**src/rtl/imem_loader_if.sv**
```systemverilog
// Stream-in and byte-write bus for the instruction memory loader.
//   in_word/in_valid/in_ready : 32-bit instruction word stream into the loader
//   mem_we/mem_addr/mem_wdata : byte write port toward the instruction memory
// master = loader side, slave = producer/memory side.
interface imem_loader_if;
    logic [31:0] in_word;
    logic        in_valid;
    logic        in_ready;
    logic        mem_we;
    logic [31:0] mem_addr;
    logic [7:0]  mem_wdata;

    modport master (
        input  in_word, in_valid,
        output in_ready, mem_we, mem_addr, mem_wdata
    );

    modport slave (
        output in_word, in_valid,
        input  in_ready, mem_we, mem_addr, mem_wdata
    );
endinterface

```
**src/rtl/imem_loader.sv**
```systemverilog
// Instruction memory loader: takes 32-bit words from a valid/ready stream and
// writes each as four big-endian byte writes ([31:24] at the lowest address).
// Holds the CPU (cpu_hold) while a load is running.
//   clk, rst_n     : clock, synchronous active-low reset
//   start          : begin a load (honoured only in IDLE/DONE)
//   base_addr      : byte address of first word, latched on accepted start
//   word_count     : number of words, latched on accepted start
//   bus            : word stream in, byte write port out (imem_loader_if.master)
//   busy/cpu_hold  : load in progress
//   done           : last load completed (level)
//   error          : last start rejected because the load would overrun memory
module imem_loader #(
    parameter int unsigned MEM_BYTES = 144,
    parameter int unsigned CNT_W     = 8
) (
    input  logic             clk,
    input  logic             rst_n,
    input  logic             start,
    input  logic [31:0]      base_addr,
    input  logic [CNT_W-1:0] word_count,
    imem_loader_if.master    bus,
    output logic             busy,
    output logic             cpu_hold,
    output logic             done,
    output logic             error
);

    // Wide enough that base_addr + 4*word_count can never wrap.
    localparam int unsigned SUM_W = ((CNT_W + 2 > 32) ? CNT_W + 2 : 32) + 1;

    typedef enum logic [1:0] {IDLE, ACCEPT, WRITE, DONE} state_t;

    state_t           state, state_n;
    logic [31:0]      wr_addr, wr_addr_n;
    logic [CNT_W-1:0] remaining, remaining_n;
    logic [1:0]       idx, idx_n;
    logic [31:0]      word, word_n;
    logic             done_n, error_n;
    logic             in_ready_n, mem_we_n, busy_n;
    logic [31:0]      mem_addr_n;
    logic [7:0]       mem_wdata_n;
    logic [SUM_W-1:0] end_addr_c;
    logic             overflow_c;

    // Next-state and next-output decode; outputs are registered from these.
    always_comb begin
        state_n     = state;
        wr_addr_n   = wr_addr;
        remaining_n = remaining;
        idx_n       = idx;
        word_n      = word;
        done_n      = done;
        error_n     = error;
        in_ready_n  = 1'b0;
        mem_we_n    = 1'b0;
        busy_n      = 1'b0;
        mem_addr_n  = 32'd0;
        mem_wdata_n = 8'd0;

        end_addr_c = SUM_W'(base_addr) + (SUM_W'(word_count) << 2);
        overflow_c = end_addr_c > SUM_W'(MEM_BYTES);

        case (state)
            IDLE, DONE: begin
                if (start) begin
                    wr_addr_n   = base_addr;
                    remaining_n = word_count;
                    done_n      = 1'b0;
                    error_n     = 1'b0;
                    if (overflow_c) begin
                        error_n = 1'b1;
                        state_n = IDLE;
                    end else if (word_count == CNT_W'(0)) begin
                        done_n  = 1'b1;
                        state_n = DONE;
                    end else begin
                        state_n = ACCEPT;
                    end
                end
            end
            ACCEPT: begin
                // in_ready is registered high in this state, so in_valid alone completes the handshake.
                if (bus.in_valid) begin
                    word_n  = bus.in_word;
                    idx_n   = 2'd0;
                    state_n = WRITE;
                end
            end
            WRITE: begin
                idx_n = idx + 2'd1;
                if (idx == 2'd3) begin
                    wr_addr_n   = wr_addr + 32'd4;
                    remaining_n = remaining - CNT_W'(1);
                    if (remaining == CNT_W'(1)) begin
                        done_n  = 1'b1;
                        state_n = DONE;
                    end else begin
                        state_n = ACCEPT;
                    end
                end
            end
            default: state_n = IDLE;
        endcase

        in_ready_n = (state_n == ACCEPT);
        busy_n     = (state_n == ACCEPT) || (state_n == WRITE);
        if (state_n == WRITE) begin
            mem_we_n   = 1'b1;
            mem_addr_n = wr_addr_n + 32'(idx_n);
            case (idx_n)
                2'd0:    mem_wdata_n = word_n[31:24];
                2'd1:    mem_wdata_n = word_n[23:16];
                2'd2:    mem_wdata_n = word_n[15:8];
                default: mem_wdata_n = word_n[7:0];
            endcase
        end
    end

    // State and registered outputs.
    always_ff @(posedge clk) begin
        if (!rst_n) begin
            state         <= IDLE;
            wr_addr       <= 32'd0;
            remaining     <= CNT_W'(0);
            idx           <= 2'd0;
            word          <= 32'd0;
            done          <= 1'b0;
            error         <= 1'b0;
            busy          <= 1'b0;
            bus.in_ready  <= 1'b0;
            bus.mem_we    <= 1'b0;
            bus.mem_addr  <= 32'd0;
            bus.mem_wdata <= 8'd0;
        end else begin
            state         <= state_n;
            wr_addr       <= wr_addr_n;
            remaining     <= remaining_n;
            idx           <= idx_n;
            word          <= word_n;
            done          <= done_n;
            error         <= error_n;
            busy          <= busy_n;
            bus.in_ready  <= in_ready_n;
            bus.mem_we    <= mem_we_n;
            bus.mem_addr  <= mem_addr_n;
            bus.mem_wdata <= mem_wdata_n;
        end
    end

    assign cpu_hold = busy;

endmodule
```
**src/flat_wrapper.sv**
```systemverilog
// flat-port wrapper written by rule: the top's interface ports become plain ports
module imem_loader_flat 
#(
    parameter int unsigned MEM_BYTES = 144,
    parameter int unsigned CNT_W     = 8
)
  (clk, rst_n, start, base_addr, word_count, busy, cpu_hold, done, error, bus_in_word, bus_in_valid, bus_in_ready, bus_mem_we, bus_mem_addr, bus_mem_wdata);
  imem_loader_if bus_i ();
  input  logic clk;
  input  logic rst_n;
  input  logic start;
  input  logic [31:0] base_addr;
  input  logic [CNT_W-1:0] word_count;
  output logic busy;
  output logic cpu_hold;
  output logic done;
  output logic error;
  input wire logic [$bits(bus_i.in_word)-1:0] bus_in_word;
  input wire logic [$bits(bus_i.in_valid)-1:0] bus_in_valid;
  output wire logic [$bits(bus_i.in_ready)-1:0] bus_in_ready;
  output wire logic [$bits(bus_i.mem_we)-1:0] bus_mem_we;
  output wire logic [$bits(bus_i.mem_addr)-1:0] bus_mem_addr;
  output wire logic [$bits(bus_i.mem_wdata)-1:0] bus_mem_wdata;
  assign bus_i.in_word = bus_in_word;
  assign bus_i.in_valid = bus_in_valid;
  assign bus_in_ready = bus_i.in_ready;
  assign bus_mem_we = bus_i.mem_we;
  assign bus_mem_addr = bus_i.mem_addr;
  assign bus_mem_wdata = bus_i.mem_wdata;
  imem_loader #(.MEM_BYTES(MEM_BYTES), .CNT_W(CNT_W)) u_core (.clk(clk), .rst_n(rst_n), .start(start), .base_addr(base_addr), .word_count(word_count), .bus(bus_i), .busy(busy), .cpu_hold(cpu_hold), .done(done), .error(error));
endmodule
```
**config.mk**
```make
export PLATFORM = sky130hd
export DESIGN_NAME = imem_loader_flat
export DESIGN_NICKNAME = d
export VERILOG_FILES = /design/src/rtl/imem_loader_if.sv /design/src/rtl/imem_loader.sv /design/src/flat_wrapper.sv
export SDC_FILE = /design/constraint.sdc
export NUM_CORES = 1
export LEC_CHECK = 0
export BUFFER_PORTS_ARGS = -buffer_cell sky130_fd_sc_hd__buf_2
export CAP_MARGIN = 20
export CORE_MARGIN = 2
export CORE_UTILIZATION = 54
export DETAILED_ROUTE_END_ITERATION = 10
export HOLD_SLACK_MARGIN = 0.15
export PLACE_DENSITY = 0.77
export RECOVER_POWER = 25
export SLEW_MARGIN = 20
export SYNTH_ARGS = -nofsm -noshare
export SYNTH_HDL_FRONTEND = slang
export SYNTH_SLANG_ARGS = --single-unit
```
**constraint.sdc**
```tcl
create_clock -name clk -period 5.85 [get_ports clk]
set_clock_uncertainty 0.2 [all_clocks]
set_input_delay 0.8775 -clock clk [delete_from_list [all_inputs] [get_ports clk]]
set_output_delay 0.8775 -clock clk [all_outputs]
set_load 0.01 [all_outputs]
```
======== Word level (Yosys, flattened, before mapping) ========
Cells that the tools add are included.
W data, S select, Z words.
cells by class
  add/subtract/negate cells ............... 5
  multipliers ............................. 0
  div/mod/pow operators ................... 0
  magnitude comparators ................... 1
  equality and inequality tests ........... 12
  shifts and indexed selects .............. 0
  muxes and demuxes ....................... 26
  bitwise logic cells ..................... 0
  reduce and logical (&&, ||, !) cells .... 10
operators by type and width
  kind                     count
  $mux W32                 4
  $pmux W32 S2             1
  $add A32 B10 Y33         1
  $gt A33 B8 Y1 const B    1
  $add A32 B2 Y32          1
  $add A32 B3 Y32 const B  1
  $pmux W8 S3              1
  $mux W8                  2
  $pmux W8 S2              1
  $mux W2                  7
  $eq A2 B2 Y1 const B     5
  $eq A8 B1 Y1 const B     1
  $logic_not A8 Y1         1
  $sub A8 B1 Y8 const B    1
  $mux W1                  7
  $eq A2 B1 Y1 const B     3
  $pmux W2 S3              1
  $logic_not A2 Y1         2
  $ne A2 B1 Y1 const B     2
  $pmux W2 S2              1
  $reduce_and A2 Y1        2
  $reduce_and A4 Y1        1
  $reduce_and A3 Y1        1
  $add A2 B1 Y2 const B    1
  5 further kinds          5
storage, ports and cells
  flip-flop bits (word level) ............. 121
  latch bits .............................. 0
  RAM bits ................................ 0
  memory bits (read-only) ................. 0
  input bits .............................. 76
  output and inout port bits .............. 46
  logic and storage cells ................. 66
  memories ................................ 0

======== Depth between registers and ports, before layout ========
  depth in word-level cells ............... 7
  mapped depth ............................ 18
  mapped depth without buffers ............ 16

======== Worst setup path before layout ========
OpenSTA, ideal clock, no wires.
  kind .................................... input-to-reg
  start ................................... input base_addr[2]
  end ..................................... register u_core.bus.mem_addr[25]
  setup time .............................. 78 ps
  data arrival time ....................... 4,439 ps
  required time ........................... 5,572 ps
  slack ................................... 1,133 ps
  stages on the path ...................... 15
  path through ............................ ha_1 > fa_1 > a211oi_1 > o211a_1 > nor3b_1 > a211oi_1 > o22ai_1 > or4_1 > nor3_1 > nand4_1 > a21oi_1 > ha_1 > nand2_1 > dlygate4sd1_1 > nor3_1
on the way
  longest elaborated chain between the ends .. 7
  elaborated cells on any way between the ends .. 10
  classes of those cells .................. 2 x add/sub; 1 x order compare; 1 x eq/ne; 5 x mux; 1 x reduce/logical
RTL lines
  element                      line                  RTL
  start, declared              flat_wrapper.sv:12    input logic [31:0] base_addr;
  $add A32 B10 Y33             imem_loader.sv:60     end_addr_c = SUM_W'(base_addr) + (SUM_W'(word_count) << 2);
  $gt A33 B8 Y1                imem_loader.sv:61     overflow_c = end_addr_c > SUM_W'(MEM_BYTES);
  $mux W2                      imem_loader.sv:70     if (overflow_c) begin
  $mux W2                      imem_loader.sv:65     if (start) begin
  $pmux W2 S3                  imem_loader.sv:63     case (state)
  net u_core.state_n[1]        imem_loader.sv:33     state_t state, state_n;
  $eq A2 B2 Y1                 imem_loader.sv:107    if (state_n == WRITE) begin
  $reduce_and A2 Y1 (no line)  --
  end signal, assigned         imem_loader.sv:145    bus.mem_addr <= mem_addr_n;
  end, declared                imem_loader_if.sv:15  output in_ready, mem_we, mem_addr, mem_wdata
The timed path passes the listed nets, and every way through them passes these cells.
A chain may end at the register's enable or synchronous reset.

======== Worst setup path in the final report ========
  start ................................... input base_addr[2]
  end ..................................... register u_core.bus.mem_addr[30]
The elaborated chain is that of the path after synthesis.

==> impl_results.md <==
* Switching Fraction at 28.9%
* Simple-gate share of the synthesized area at 27.5%
* Combinational cell fraction of total power at 15.0%
* Vias at 7018
* Vias per cell at 6.13
* Reg clk slew, reported paths at 60 ps
* CP Data Required Time at 5990 ps
* CTS tree: yes
* Max_slew headroom at 35.5%
* Initial drt markers at 556
* Area of the mapped netlist at 7090 um^2
* Post-synth top area share at 34.2%
* Clock root buffer: clkbuf_16
* Setup-failing EPs final at 0
* CP endpoint kind: register
* Fin crit period at 5040 ps
* Syn Inst Count at 855
* Drt drc at 0
* Number of global-route vias before repair at 6400
* Top_reg_cell synth: dfxtp_1
* Sequential power share at 38.6%
* Adder-cell share of the synthesized area at 3.74%
* Critical Path Start Type: input port
* Top Family by Delay on Critical Path: simple AND/OR/NAND/NOR gates
* Multiplexer share of the synthesized area at 9.97%
* Detailed-placement wirelength estimate at 14.2 mm
* Max-Cap Viols at 0
* Hold/Removal Path Class: register to register
* Die Y at 119 um
* CP cell instances: buf_2, ha_1, fa_1, a211oi_1, o211a_1, nor3b_1, a211oi_1, o22ai_1, or4_1, nor3_1, nand4_1, a21oi_1, ha_1, nand2_1, buf_4, nor3_1
* Row count at 41
* Area Growth Syn to Fin at 17.7%
* Die Area at 14100 um^2
* GRT Overall Usage at 28.2%
* Worst-Skew Late Latency at 430 ps
* # Post-CTS Setup Buffers at 0
* First-pass GRT wire length at 31.6 mm
* Ant. Diodes at 0
* Max VDD drop at 0.000251 V
* Worst slack, placed at 459 ps
* Sequential share of the synthesized area at 34.2%
* Number of port buffers at 121
* H-tree lvl count at 4
* Post-DRT Antenna Nets at 0
* Post-synthesis async set-or-reset flop share at 0%
* Final Core Density at 65.6%
* Main combinational cell family by area after synthesis: simple AND/OR/NAND/NOR gates
* Syn_area_per_cell at 8.29 um^2
* Ports at 122
* Core Area at 12700 um^2
* PD cells at 276 nW/um^2
* Final Hold Viols at 0
* Pleak at 3.33 nW
* Hold_buf cts at 0
* Setup_tns at 0 ps
* Post-synth top area cell: dfxtp_1
* CP Buf/Inv Count at 2
* Critical-path top delay cell: or4_1
* # clock sinks at 121
* Antenna violations before repair at 0
* CP Data Arrival Time at 5190 ps
* Yosys synthesis warning count at 0
* Largest net degree at the start of global routing at 60
* Maximum buffer depth of the clock tree at 2
* Compound-Gate Fraction of Synth Area at 17.8%
* Internal power at 0.00164 W
* Final period utilization at 86.2%
* WL final at 20.1 mm
* Clock power share at 46.3%
* Post_cts resized at 0
* GPL Wtd Cong at 0.954
* Fmax at 198 MHz
* TritonCTS Buffers at 17
* Routed len/inst at 17.6 um
* EDFF count, synth at 0
* Unique masters post-synth at 79
* Worst-path fanout max at 21
* Count leader, synth: nor2_1
* Final WS setup at 805 ps
* NumNets Final at 1056
* Max-slew violations at 0
* Share of layout cells above drive strength 1 at 15.9%
* Worst-Margin Slew at 968 ps
* Commonest cells in the synthesized netlist: 126 x nor2_1, 121 x dfxtp_1, 65 x mux2i_1, 57 x nand2_1, 42 x a21oi_1
* Synthesized Nets at 951
* Top post-synthesis cells by area: dfxtp_1 34%, mux2i_1 9.2%, nor2_1 6.7%, ha_1 3.2%, nand2_1 3.0%
* Synth Area in XOR/XNOR at 3.09%
* Drt pass-1 iters at 5
* Initial Util at 55.7%
* Net Switching at 0.000664 W
* #FFs+latches synth at 121
* Status: finished, final reports clean
* Max incr delay on CP at 500 ps
* WS Path Type: input port to register
* RSZ-0062 raised after global routing: no
* Die width at 119 um
* Total grt overflow at 0
cell type report:
cell class	count	area, um^2
clock buffers	18	439
well taps	172	215
fillers	1166	4380
inverters	14	52.6
repair buffers	134	652
multi-input cells	672	4400
clock inverters	14	161
flip-flops and latches	121	2420
metrics by stage:
step / hold slack (ps) / instances / area (um^2) / power (W)
floorplan: 259 / 855 / 7090 / 0.00113
global placement: 270 / 1113 / 7790 / 0.00124
detailed placement: 284 / 1113 / 7790 / 0.00124
CTS: 298 / 1145 / 8390 / 0.00231
global route: 325 / 1145 / 8340 / 0.00238
finish: 293 / 1145 / 8340 / 0.00230
final timing paths:
| check | from | endpoint | slack (ps) | cells after the start |
|---|---|---|---|---|
| worst max-delay path | base_addr[2] | u_core.bus.mem_addr[30] | 810 | 16 |
| worst max register to register | u_core.state[1] | u_core.bus.mem_addr[19] | 1250 | 11 |
| worst min-delay path | u_core.word[24] | u_core.word[24] | 290 | 2 |
| worst min register to register | u_core.word[24] | u_core.word[24] | 290 | 2 |
flip-flops by register name, summed over array words and instances (netlist names):
register / cells
u_core.bus.in_ready: 1
u_core.bus.mem_addr: 32
u_core.bus.mem_wdata: 8
u_core.bus.mem_we: 1
u_core.busy: 1
u_core.done: 1
u_core.error: 1
u_core.idx: 2
u_core.remaining: 8
u_core.state: 2
u_core.word: 32
u_core.wr_addr: 32
cells by family after synthesis:
logic type | count (synthesis)
and+or+nand+nor | 379
AOI/OAI and AO/OA | 178
DFF | 121
muxes | 70
buffers and inverters | 62
xor gates and xnor gates | 25
adders and majority gates | 20
worst min-delay path, delay by kind of cell (launching register included):
family | cells | cell delay, ps
AND/OR/NAND/NOR | 1 | 80
flip-flops | 1 | 300
multiplexers | 1 | 80
cell usage in the layout, fill, tap and decap left out, types with 6 or more instances in the layout:
cell type | Yosys | routed
o21ai_0 | 20 | 20
a21oi_1 | 42 | 42
nor2b_1 | 7 | 7
and2_1 | 17 | 17
xnor2_1 | 12 | 12
a31oi_1 | 9 | 9
nor3_1 | 37 | 37
or4_1 | 6 | 6
mux2i_1 | 65 | 65
buf_4 | 1 | 13
a221oi_1 | 9 | 9
inv_1 | 14 | 13
dfxtp_1 | 121 | 121
or3_1 | 6 | 6
clkbuf_16 | 0 | 17
a211oi_1 | 10 | 10
or2_2 | 6 | 6
o31a_1 | 9 | 9
ha_1 | 18 | 18
o22ai_1 | 9 | 9
o211ai_1 | 7 | 7
clkbuf_1 | 31 | 41
nor2_1 | 126 | 126
nand3b_1 | 6 | 6
and4_1 | 10 | 10
nand2b_1 | 10 | 10
nor4_1 | 24 | 24
nand2_1 | 57 | 56
xor2_1 | 13 | 13
buf_2 | 3 | 80
nand3_1 | 17 | 17
nand4_1 | 20 | 20
and3_1 | 10 | 10
power by group through the flow:
stage	sequential [W]	clock (W)	combinational [W]
floorplan	0.000903	0	0.000223
global placement	0.000904	0	0.000335
detailed placement	0.000904	0	0.000339
CTS	0.000887	0.00108	0.000342
global route	0.000892	0.00111	0.000378
finish	0.000889	0.00107	0.000346
routing by layer:
| metal | part of all wire (%) | wire (um) | global-route usage [%] |
|---|---|---|---|
| met1 | 42 | 8430 | 34.2 |
| met2 | 47 | 9470 | 46.0 |
| met3 | 6.9 | 1380 | 6.76 |
| met4 | 4.1 | 827 | 14.8 |
| met5 | 0 | 0 | 0 |
Power figures use the tool's default switching activity.
